[config.mk]
export PLATFORM = sky130hd
export DESIGN_NAME = program_block_sequencer_flat
export DESIGN_NICKNAME = d
export VERILOG_FILES = /design/src/rtl/prog_pkg.sv /design/src/rtl/program_block_sequencer_if.sv /design/src/rtl/program_block_sequencer.sv /design/src/flat_wrapper.sv
export SDC_FILE = /design/constraint.sdc
export NUM_CORES = 1
export LEC_CHECK = 0
export BUFFER_PORTS_ARGS = -buffer_cell sky130_fd_sc_hd__buf_4
export CORE_AREA = 2 2 238 240
export CTS_CLUSTER_DIAMETER = 40
export DETAILED_ROUTE_END_ITERATION = 10
export DIE_AREA = 0 0 240 242
export HOLD_SLACK_MARGIN = 0.02
export SYNTH_ARGS = -nofsm -noshare
export SYNTH_HDL_FRONTEND = slang
export SYNTH_SLANG_ARGS = --single-unit
[constraint.sdc]
create_clock -name clk -period 3.6 [get_ports clk]
set_input_delay 0.36 -clock clk [delete_from_list [all_inputs] [get_ports clk]]
set_output_delay 0.36 -clock clk [all_outputs]
set_load 0.03 [all_outputs]
[src/rtl/prog_pkg.sv]
//------------------------------------------------------------------------------
// Module      : prog_pkg
// Description : Shared state encoding and block-type constants for the
//               program block sequencer.
// Revision    : 1.0 - initial release
//------------------------------------------------------------------------------
`default_nettype none

package prog_pkg;

  typedef enum logic [2:0] {
    SEQ_IDLE     = 3'd0,
    SEQ_REQ      = 3'd1,
    SEQ_ACK      = 3'd2,
    SEQ_WAIT     = 3'd3,
    SEQ_DISPATCH = 3'd4,
    SEQ_STREAM   = 3'd5,
    SEQ_DONE     = 3'd6,
    SEQ_ERR      = 3'd7
  } seq_state_t;

  localparam logic [7:0] BLK_TYPE_DATA = 8'h00;
  localparam logic [7:0] BLK_TYPE_EOF  = 8'h01;

  function automatic logic [15:0] sat_inc16(input logic [15:0] v);
    return (v == 16'hFFFF) ? v : v + 16'd1;
  endfunction

endpackage

`default_nettype wire

[src/rtl/program_block_sequencer_if.sv]
//------------------------------------------------------------------------------
// Module      : program_block_sequencer_if
// Description : Byte-write port (address, data, last) with valid/ready
//               handshake toward the NVM write engine.
// Revision    : 1.0 - initial release
//------------------------------------------------------------------------------
`default_nettype none

interface program_block_sequencer_if;
  logic        wr_valid;
  logic        wr_ready;
  logic [15:0] wr_addr;
  logic [7:0]  wr_data;
  logic        wr_last;

  modport master (output wr_valid, wr_addr, wr_data, wr_last, input wr_ready);
  modport slave  (input wr_valid, wr_addr, wr_data, wr_last, output wr_ready);
endinterface

`default_nettype wire

[src/rtl/program_block_sequencer.sv]
//------------------------------------------------------------------------------
// Module      : program_block_sequencer
// Description : Requests decoded blocks one at a time and streams data-block
//               bytes as address/data writes until an EOF block arrives.
//               Optional feature macro: PROG_CHECKSUM_EN (running byte sum).
// Revision    : 1.0 - initial release
//------------------------------------------------------------------------------
`default_nettype none

module program_block_sequencer
  import prog_pkg::*;
#(
  parameter int DATA_BLOCK_MAX_SIZE = 64,
  parameter int IDX_BITS            = $clog2(DATA_BLOCK_MAX_SIZE) + 1
) (
  input  logic                                 clk,
  input  logic                                 rst,
  input  logic                                 start,
  input  logic                                 abort,
  output logic                                 busy,
  output logic                                 finished,
  output logic                                 error,
  output logic                                 dec_start,
  input  logic                                 dec_ready,
  input  logic                                 dec_done,
  input  logic [7:0]                           blk_length,
  input  logic [15:0]                          blk_address,
  input  logic [7:0]                           blk_type,
  input  logic [DATA_BLOCK_MAX_SIZE-1:0][7:0]  blk_data,
  program_block_sequencer_if.master            wr,
  output logic [15:0]                          blocks_written,
  output logic [15:0]                          checksum
);

  localparam logic [8:0] MAX_LEN = 9'(DATA_BLOCK_MAX_SIZE);

  seq_state_t          state_q, state_d;
  logic [IDX_BITS-1:0] idx_q, idx_d;
  logic                finished_q, finished_d;
  logic                error_q, error_d;
  logic                dec_start_q, dec_start_d;
  logic                wr_valid_q, wr_valid_d;
  logic [15:0]         blocks_q, blocks_d;

  logic [IDX_BITS-2:0] byte_sel;
  logic [7:0]          cur_byte;
  logic                is_last;
  logic                hs;
  logic                stats_clr;
  logic                len_bad;
  logic                addr_ovf;
  logic                idle_like;

  assign byte_sel  = idx_q[IDX_BITS-2:0];
  assign cur_byte  = blk_data[byte_sel];
  assign is_last   = (8'(idx_q) == (blk_length - 8'd1));
  assign idle_like = (state_q == SEQ_IDLE) || (state_q == SEQ_DONE) || (state_q == SEQ_ERR);
  assign hs        = (state_q == SEQ_STREAM) && wr_valid_q && wr.wr_ready;
  assign stats_clr = idle_like && start && !abort;
  assign len_bad   = ({1'b0, blk_length} > MAX_LEN);
  // 17-bit sum so a block ending exactly at 0xFFFF is legal but wrapping is not
  assign addr_ovf  = (({1'b0, blk_address} + {9'd0, blk_length}) > 17'h10000);

  always_comb begin
    state_d     = state_q;
    idx_d       = idx_q;
    finished_d  = finished_q;
    error_d     = error_q;
    dec_start_d = 1'b0;
    wr_valid_d  = wr_valid_q;
    blocks_d    = blocks_q;

    case (state_q)
      SEQ_IDLE, SEQ_DONE, SEQ_ERR: begin
        if (stats_clr) begin
          finished_d = 1'b0;
          error_d    = 1'b0;
          blocks_d   = '0;
          state_d    = SEQ_REQ;
        end
      end
      SEQ_REQ: begin
        if (dec_ready) begin
          dec_start_d = 1'b1;
          state_d     = SEQ_ACK;
        end
      end
      SEQ_ACK: begin
        if (!dec_ready) state_d = SEQ_WAIT;
      end
      SEQ_WAIT: begin
        if (dec_done) state_d = SEQ_DISPATCH;
      end
      SEQ_DISPATCH: begin
        if (blk_type == BLK_TYPE_EOF) begin
          finished_d = 1'b1;
          state_d    = SEQ_DONE;
        end else if (len_bad || ((blk_type == BLK_TYPE_DATA) && addr_ovf)) begin
          error_d = 1'b1;
          state_d = SEQ_ERR;
        end else if ((blk_type == BLK_TYPE_DATA) && (blk_length == 8'd0)) begin
          blocks_d = sat_inc16(blocks_q);
          state_d  = SEQ_REQ;
        end else if (blk_type == BLK_TYPE_DATA) begin
          idx_d      = '0;
          wr_valid_d = 1'b1;
          state_d    = SEQ_STREAM;
        end else begin
          state_d = SEQ_REQ;
        end
      end
      SEQ_STREAM: begin
        if (hs) begin
          if (is_last) begin
            wr_valid_d = 1'b0;
            idx_d      = '0;
            blocks_d   = sat_inc16(blocks_q);
            state_d    = SEQ_REQ;
          end else begin
            idx_d = idx_q + 1'b1;
          end
        end
      end
      default: state_d = SEQ_IDLE;
    endcase

    // A byte that handshakes on the abort cycle still counts
    if (abort) begin
      state_d     = SEQ_IDLE;
      wr_valid_d  = 1'b0;
      dec_start_d = 1'b0;
      idx_d       = '0;
    end
  end

  always_ff @(posedge clk or negedge rst) begin
    if (!rst) begin
      state_q     <= SEQ_IDLE;
      idx_q       <= '0;
      finished_q  <= 1'b0;
      error_q     <= 1'b0;
      dec_start_q <= 1'b0;
      wr_valid_q  <= 1'b0;
      blocks_q    <= '0;
    end else begin
      state_q     <= state_d;
      idx_q       <= idx_d;
      finished_q  <= finished_d;
      error_q     <= error_d;
      dec_start_q <= dec_start_d;
      wr_valid_q  <= wr_valid_d;
      blocks_q    <= blocks_d;
    end
  end

  assign busy           = !idle_like;
  assign finished       = finished_q;
  assign error          = error_q;
  assign dec_start      = dec_start_q;
  assign blocks_written = blocks_q;

  assign wr.wr_valid = wr_valid_q;
  assign wr.wr_addr  = wr_valid_q ? (blk_address + 16'(idx_q)) : 16'h0000;
  assign wr.wr_data  = wr_valid_q ? cur_byte : 8'h00;
  assign wr.wr_last  = wr_valid_q && is_last;

`ifdef PROG_CHECKSUM_EN
  logic [15:0] csum_q, csum_d;

  always_comb begin
    csum_d = csum_q;
    if (stats_clr) csum_d = '0;
    if (hs)        csum_d = csum_q + {8'h00, cur_byte};
  end

  always_ff @(posedge clk or negedge rst) begin
    if (!rst) csum_q <= '0;
    else      csum_q <= csum_d;
  end

  assign checksum = csum_q;
`else
  assign checksum = 16'h0000;
`endif

endmodule

`default_nettype wire

[src/flat_wrapper.sv]
// flat-port wrapper written by rule: the top's interface ports become plain ports
module program_block_sequencer_flat import prog_pkg::*;
#(
  parameter int DATA_BLOCK_MAX_SIZE = 64,
  parameter int IDX_BITS            = $clog2(DATA_BLOCK_MAX_SIZE) + 1
)
  (clk, rst, start, abort, busy, finished, error, dec_start, dec_ready, dec_done, blk_length, blk_address, blk_type, blk_data, blocks_written, checksum, wr_wr_valid, wr_wr_addr, wr_wr_data, wr_wr_last, wr_wr_ready);
  program_block_sequencer_if wr_i ();
  input  logic clk;
  input  logic rst;
  input  logic start;
  input  logic abort;
  output logic busy;
  output logic finished;
  output logic error;
  output logic dec_start;
  input  logic dec_ready;
  input  logic dec_done;
  input  logic [7:0] blk_length;
  input  logic [15:0] blk_address;
  input  logic [7:0] blk_type;
  input  logic [DATA_BLOCK_MAX_SIZE-1:0][7:0] blk_data;
  output logic [15:0] blocks_written;
  output logic [15:0] checksum;
  output wire logic [$bits(wr_i.wr_valid)-1:0] wr_wr_valid;
  output wire logic [$bits(wr_i.wr_addr)-1:0] wr_wr_addr;
  output wire logic [$bits(wr_i.wr_data)-1:0] wr_wr_data;
  output wire logic [$bits(wr_i.wr_last)-1:0] wr_wr_last;
  input wire logic [$bits(wr_i.wr_ready)-1:0] wr_wr_ready;
  assign wr_wr_valid = wr_i.wr_valid;
  assign wr_wr_addr = wr_i.wr_addr;
  assign wr_wr_data = wr_i.wr_data;
  assign wr_wr_last = wr_i.wr_last;
  assign wr_i.wr_ready = wr_wr_ready;
  program_block_sequencer #(.DATA_BLOCK_MAX_SIZE(DATA_BLOCK_MAX_SIZE), .IDX_BITS(IDX_BITS)) u_core (.clk(clk), .rst(rst), .start(start), .abort(abort), .busy(busy), .finished(finished), .error(error), .dec_start(dec_start), .dec_ready(dec_ready), .dec_done(dec_done), .blk_length(blk_length), .blk_address(blk_address), .blk_type(blk_type), .blk_data(blk_data), .wr(wr_i), .blocks_written(blocks_written), .checksum(checksum));
endmodule
==> After elaboration in Yosys (flattened, before gate mapping) <==
Cells that the tools add are included.
W data, S select, Z words.
{ "op_classes": {"n_eq_ne": 28, "mux": 49, "add_sub_neg": 5, "order_cmp": 3, "n_reduce_logical": 25} }
{ "ops": {"columns": ["operator", "count"], "rows": [
  ["$mux W16", 8],
  ["$mux W7", 7],
  ["$bmux W8 S6", 1],
  ["$pmux W16 S3", 1],
  ["$mux W3", 11],
  ["$ne A3 B3 Y1 const B", 6],
  ["$pmux W3 S6", 1],
  ["$add A16 B8 Y17", 1],
  ["$gt A17 B17 Y1 const B", 1],
  ["$add A16 B1 Y16 const B", 1],
  ["$add A16 B7 Y16", 1],
  ["$eq A16 B16 Y1 const B", 1],
  ["$logic_not A8 Y1", 2],
  ["$mux W8", 2],
  ["$mux W1", 14],
  ["$pmux W7 S2", 1],
  ["$reduce_and A7 Y1", 2],
  ["$eq A3 B3 Y1 const B", 4],
  ["$ne A2 B1 Y1 const B", 6],
  ["$ne A3 B2 Y1 const B", 4],
  ["$reduce_and A6 Y1", 2],
  ["$eq A7 B8 Y1", 1],
  ["$eq A8 B1 Y1 const B", 1],
  ["$gt A8 B7 Y1 const B", 1],
  ["other kinds (16)", 30]
]} }
{ "word_totals": {"input_bits": 551, "regBits": 30, "out_inout_bits": 62} }

==> Longest topological paths before layout <==
{ "depth": {"depth_word": 8, "ltp_mapped": 11} }

==> Worst setup path before layout <==
Ideal clock, no wire load.
{ "synth_timing": {"kind": "register to output", "startpoint": "register u_core.idx_q[0]", "endpoint": "output port wr_wr_data[2]", "path_stages_with_launch": 8, "setup_slack_ns": 0.243, "arrival_time_ns": 2.997, "n_path_buf": 3, "path_cell_list": "dfrtp_1 > clkbuf_1 > buf_2 > buf_1 > mux4_2 > mux4_2 > mux4_2 > and2_1"} }
{ "synth_via": {"elab_chain_len": 3} }
{ "synth_rtl": {"columns": ["element", "line_no", "text"], "rows": [
  ["start: declaration", "program_block_sequencer.sv:38", "logic [IDX_BITS-1:0] idx_q, idx_d;"],
  ["start signal: assignment", "program_block_sequencer.sv:147", "idx_q <= idx_d;"],
  ["$bmux W8 S6", "program_block_sequencer.sv:55", "assign cur_byte = blk_data[byte_sel];"],
  ["$mux W8 (not written as such)", "program_block_sequencer.sv:55", null],
  ["$mux W8", "program_block_sequencer.sv:164", "assign wr.wr_data = wr_valid_q ? cur_byte : 8'h00;"],
  ["end: declaration", "flat_wrapper.sv:27", "output wire logic [$bits(wr_i.wr_data)-1:0] wr_wr_data;"]
]} }
No other way between the ends. The select of a mux whose other input is x is not followed.

==> Final worst setup path <==
{ "layout_timing": {"startpoint": "register u_core.idx_q[0]", "endpoint": "output port wr_wr_data[5]"} }
Same word-level chain as after synthesis.

==> summary.md <==
| Metric | Value |
|---|---|
| Result of the run | completed |
| Floorplan core area | 55730 µm² |
| Cell repeated most along the worst path | sky130_fd_sc_hd__mux4_2 |
| Cell at the root of the clock tree | sky130_fd_sc_hd__clkbuf_16 |
| Horizontal extent of the die | 240 µm |
| Net count reported at finish | between 1500 and 2000 |
| Level count of the clock H-tree | 2 |
| Worst setup slack for register-to-register paths | 550 ps |
| Routed length on met2 | 27690 µm |
| Mean routed wirelength per cell | approximately 28 µm |
| Area growth, synth to finish | 81.66% |
| Yosys top cell area share | between 50% and 60% |
| P per Cell Area | around 200 nW/µm² |
| Via count | between 8000 and 9000 |
| Tcrit/Tclk final | between 90% and 100% |
| Main synth FF type | sky130_fd_sc_hd__dfrtp_1 |
| Register area share after synthesis | roughly a tenth |
| Buf+Inv Stages, Crit Path | 3 |
| Biggest cell delay along the critical path | about 600 ps |
| Area after DPL | 12990 µm² |
| Number of unique standard cell types used by synthesis | 74 |
| Maximum capacitance violations | 0 |
| Beginning of the critical path | u_core.idx_q[0]$_DFFE_PN0P_ |
| Die area | 58080 µm² |
| Asr flop ratio synth | 100.0% |
| Total congestion overflow after global routing | 0 |
| Syn Std Cell Area | 7336 µm² |
| Cell-by-cell listing of the critical path | buf_12, buf_12, mux4_2, mux4_2, mux4_2, and2_1, buf_4 |
| Hold crit path type | primary input to async pin |
| Final Hold Vio Count | 0 |
| Antenna violations before repair | 46 |
| Routed wire length | roughly 56000 µm |
| Clock-pin slew on the worst setup and hold paths | 50 ps |
| RSZ-0062 raised after global routing | yes |
| Count of TritonRoute iterations in the first routing pass | 5 |
| End of the worst register-to-register path | u_core.blocks_written[11]$_DFFE_PN0P_ |
| DPL Wire Length | between 50000 and 60000 µm |
| CP delay by family, top | multiplexers |
| Worst R2R Start | u_core.state_q[2]$_DFFE_PN0P_ |
| Global-route wire length before repair | roughly 74000 µm |
| Final critical delay including setup and external delays | 3534 ps |
| Chip Height | roughly 240 µm |
| Termination of the worst setup path | wr_wr_data[5] |
| Crit path required time | 3240 ps |
| Number of DRC violations after detailed routing | 0 |
| Element type at the critical path start | register |
| Drt initial violations | 441 |
| Count of standard-cell rows | between 80 and 90 |
| Library cell occupying the most area in the post-synthesis netlist | sky130_fd_sc_hd__mux4_2 |
| Most frequently used cell type in the post-synthesis netlist | sky130_fd_sc_hd__mux4_2 |
| Share of final-layout standard cells stronger than drive strength 1 | 69.66% |
| Pin count of the biggest net entering global routing | 38 |
| Total track usage | between 10% and 20% |
| Worst Path Max Fanout | 13 |
| Setup crit end kind | output pin |
| Sinks on Clock Net | 30 |
| Hold-fix buffers at CTS | 0 |
| Worst Path Arrival | ~3200 ps |
| Critical path type | register to output pin |
| Mean Syn Cell Area | 11.68 µm² |
| RD Place Congestion | 0.9084 |
| CTS max path bufs | 2 |
| Worst clock skew | 4.960 ps |
| Slowest cell on the critical path | sky130_fd_sc_hd__mux4_2 |
| TritonCTS clock tree | built |
| Starting density of the core | 13.16% |
| Max VDD drop | 264.7 µV |
| Total number of yosys warnings | 0 |
| Worst-case headroom to the max-slew limit | 31.84% |
| Antenna Violating Nets Remaining | 0 |
| Utilization after layout | 23.91% |
| Synthesized instance count | 628 |
| Final number of max-transition violations | 0 |
| Slew @ Worst Pin | 1016 ps |
| Setup-violating endpoint count in the final report | 0 |
| Dominant cells by area after synthesis | sky130_fd_sc_hd__mux4_2 52%, sky130_fd_sc_hd__dfrtp_1 10%, sky130_fd_sc_hd__ha_1 3.1% |
| Total routed wire length on the met1 layer | about 21000 µm |
| Total length of routed met3 wires | about 5300 µm |
| Flop and latch count out of synthesis | 30 |
| Via-per-instance ratio | around 4.4 |
| Static power due to leakage | 5.607 nW |
| Cell count of the worst reg-to-reg path | 8 |
| Most frequent cells after synthesis | 168 x sky130_fd_sc_hd__mux4_2, 36 x sky130_fd_sc_hd__clkbuf_1, 35 x sky130_fd_sc_hd__nand2_1 |
| CTS buffer count | 5 |
| Total stage count of the critical path | 7 |
| Design area | 13330 µm² |
| Via count of the first global-routing pass | between 9000 and 10000 |
| EDFF count, synth | 0 |
| Top routing layer in use | met5 |
| Highest attainable clock frequency | 283.0 MHz |
| Clock latency on the worst-skew pair | ~280 ps |
| Number of top-level pins | 613 |
| I/O Buffers | 596 |
## where the power goes
| group | switching [mW] | total [mW] | internal, mW | leakage [nW] |
|---|---|---|---|---|
| Clock | 0.148 | 0.461 | 0.313 | 0.0833 |
| Combinational | 0.821 | 1.81 | 0.985 | 5.11 |
| Sequential | 0.0514 | 0.422 | 0.370 | 0.409 |
## state kept, by name, summed over array words and instances (netlist names)
name / flops
u_core.blocks_written: 16
u_core.dec_start: 1
u_core.error: 1
u_core.finished: 1
u_core.idx_q: 7
u_core.state_q: 3
u_core.wr.wr_valid: 1
## cell families after synthesis
| family | Yosys count | share of synthesized area [%] |
|---|---|---|
| xor gates and xnor gates | 26 | 3.104 |
| AOI/OAI and AO/OA | 114 | 11.70 |
| buffers and inverters | 94 | 5.918 |
| muxes | 182 | 53.52 |
| and+or+nand+nor | 161 | 11.85 |
| adders and majority gates | 20 | 3.616 |
| DFF | 30 | 10.23 |
| other | 1 | 0.05112 |
## stage by stage
stage / power, mW / setup WS (ps) / TNS, ps / hold WS (ps) / std cells
3_3_place_gp: 2.192 / -246.7 / -2076 / 324.6 / 1977
2_1_floorplan: 1.322 / 243.3 / 0 / 64.41 / 643
5_1_grt: 2.841 / -32.20 / -67.16 / 50.79 / 2001
4_1_cts: 2.698 / 0.4681 / 0 / 29.29 / 1989
3_5_place_dp: 2.210 / -269.0 / -2984 / 327.0 / 1977
6_report: 2.689 / 66.32 / 0 / 9.661 / 2007
## placed cells by master (no fill, tap or decap), types with 10 or more instances in the layout
| cell type | netlist | layout |
|---|---|---|
| sky130_fd_sc_hd__inv_1 | 20 | 20 |
| sky130_fd_sc_hd__conb_1 | 1 | 16 |
| sky130_fd_sc_hd__buf_4 | 17 | 639 |
| sky130_fd_sc_hd__mux4_2 | 168 | 168 |
| sky130_fd_sc_hd__nand2_1 | 35 | 35 |
| sky130_fd_sc_hd__ha_1 | 18 | 17 |
| sky130_fd_sc_hd__nand3_1 | 17 | 17 |
| sky130_fd_sc_hd__nor3_1 | 10 | 10 |
| sky130_fd_sc_hd__diode_2 | 0 | 15 |
| sky130_fd_sc_hd__and2_1 | 19 | 19 |
| sky130_fd_sc_hd__nor2_1 | 27 | 27 |
| sky130_fd_sc_hd__xnor2_1 | 16 | 16 |
| sky130_fd_sc_hd__a21oi_1 | 19 | 17 |
| sky130_fd_sc_hd__dfrtp_1 | 30 | 27 |
| sky130_fd_sc_hd__mux2i_1 | 12 | 12 |
| sky130_fd_sc_hd__xor2_1 | 10 | 10 |
| sky130_fd_sc_hd__o21ai_0 | 16 | 16 |
## worst min-delay path by stage
| stage | from | end | slack [ps] | cells after the start |
|---|---|---|---|---|
| detailed placement | rst | u_core.blocks_written[7]$_DFFE_PN0P_ | 330 | 1 |
| CTS | rst | u_core.blocks_written[9]$_DFFE_PN0P_ | 30 | 1 |
| global placement | rst | u_core.blocks_written[7]$_DFFE_PN0P_ | 320 | 1 |
| floorplan | rst | u_core.blocks_written[0]$_DFFE_PN0P_ | 60 | 0 |
| finish | rst | u_core.blocks_written[9]$_DFFE_PN0P_ | 10 | 1 |
| global route | rst | u_core.blocks_written[9]$_DFFE_PN0P_ | 50 | 1 |
## routing by layer
metal  up-vias  global-route usage, %
met5         -                      0
li1       3841                      -
met3       102                  5.618
met2       507                  32.72
met1      4399                  21.12
met4        24                  6.010
## timing repair
action | CTS | global route
gates cloned | 0 | 1
resized for setup | 6 | 7
setup buffers | 4 | 2
endpoints found under the setup margin | 12 | 20
## area by class of cell
class                   instances  area [µm²]
fillers                      5998       42410
multi-input cells             519        6233
repair buffers                656        5097
well taps                     756       945.9
flip-flops and latches         30       759.5
clock buffers                   8       166.4
inverters                      23       86.33
diodes                         15       37.54
Note: power is estimated with default switching activity, not from simulation.
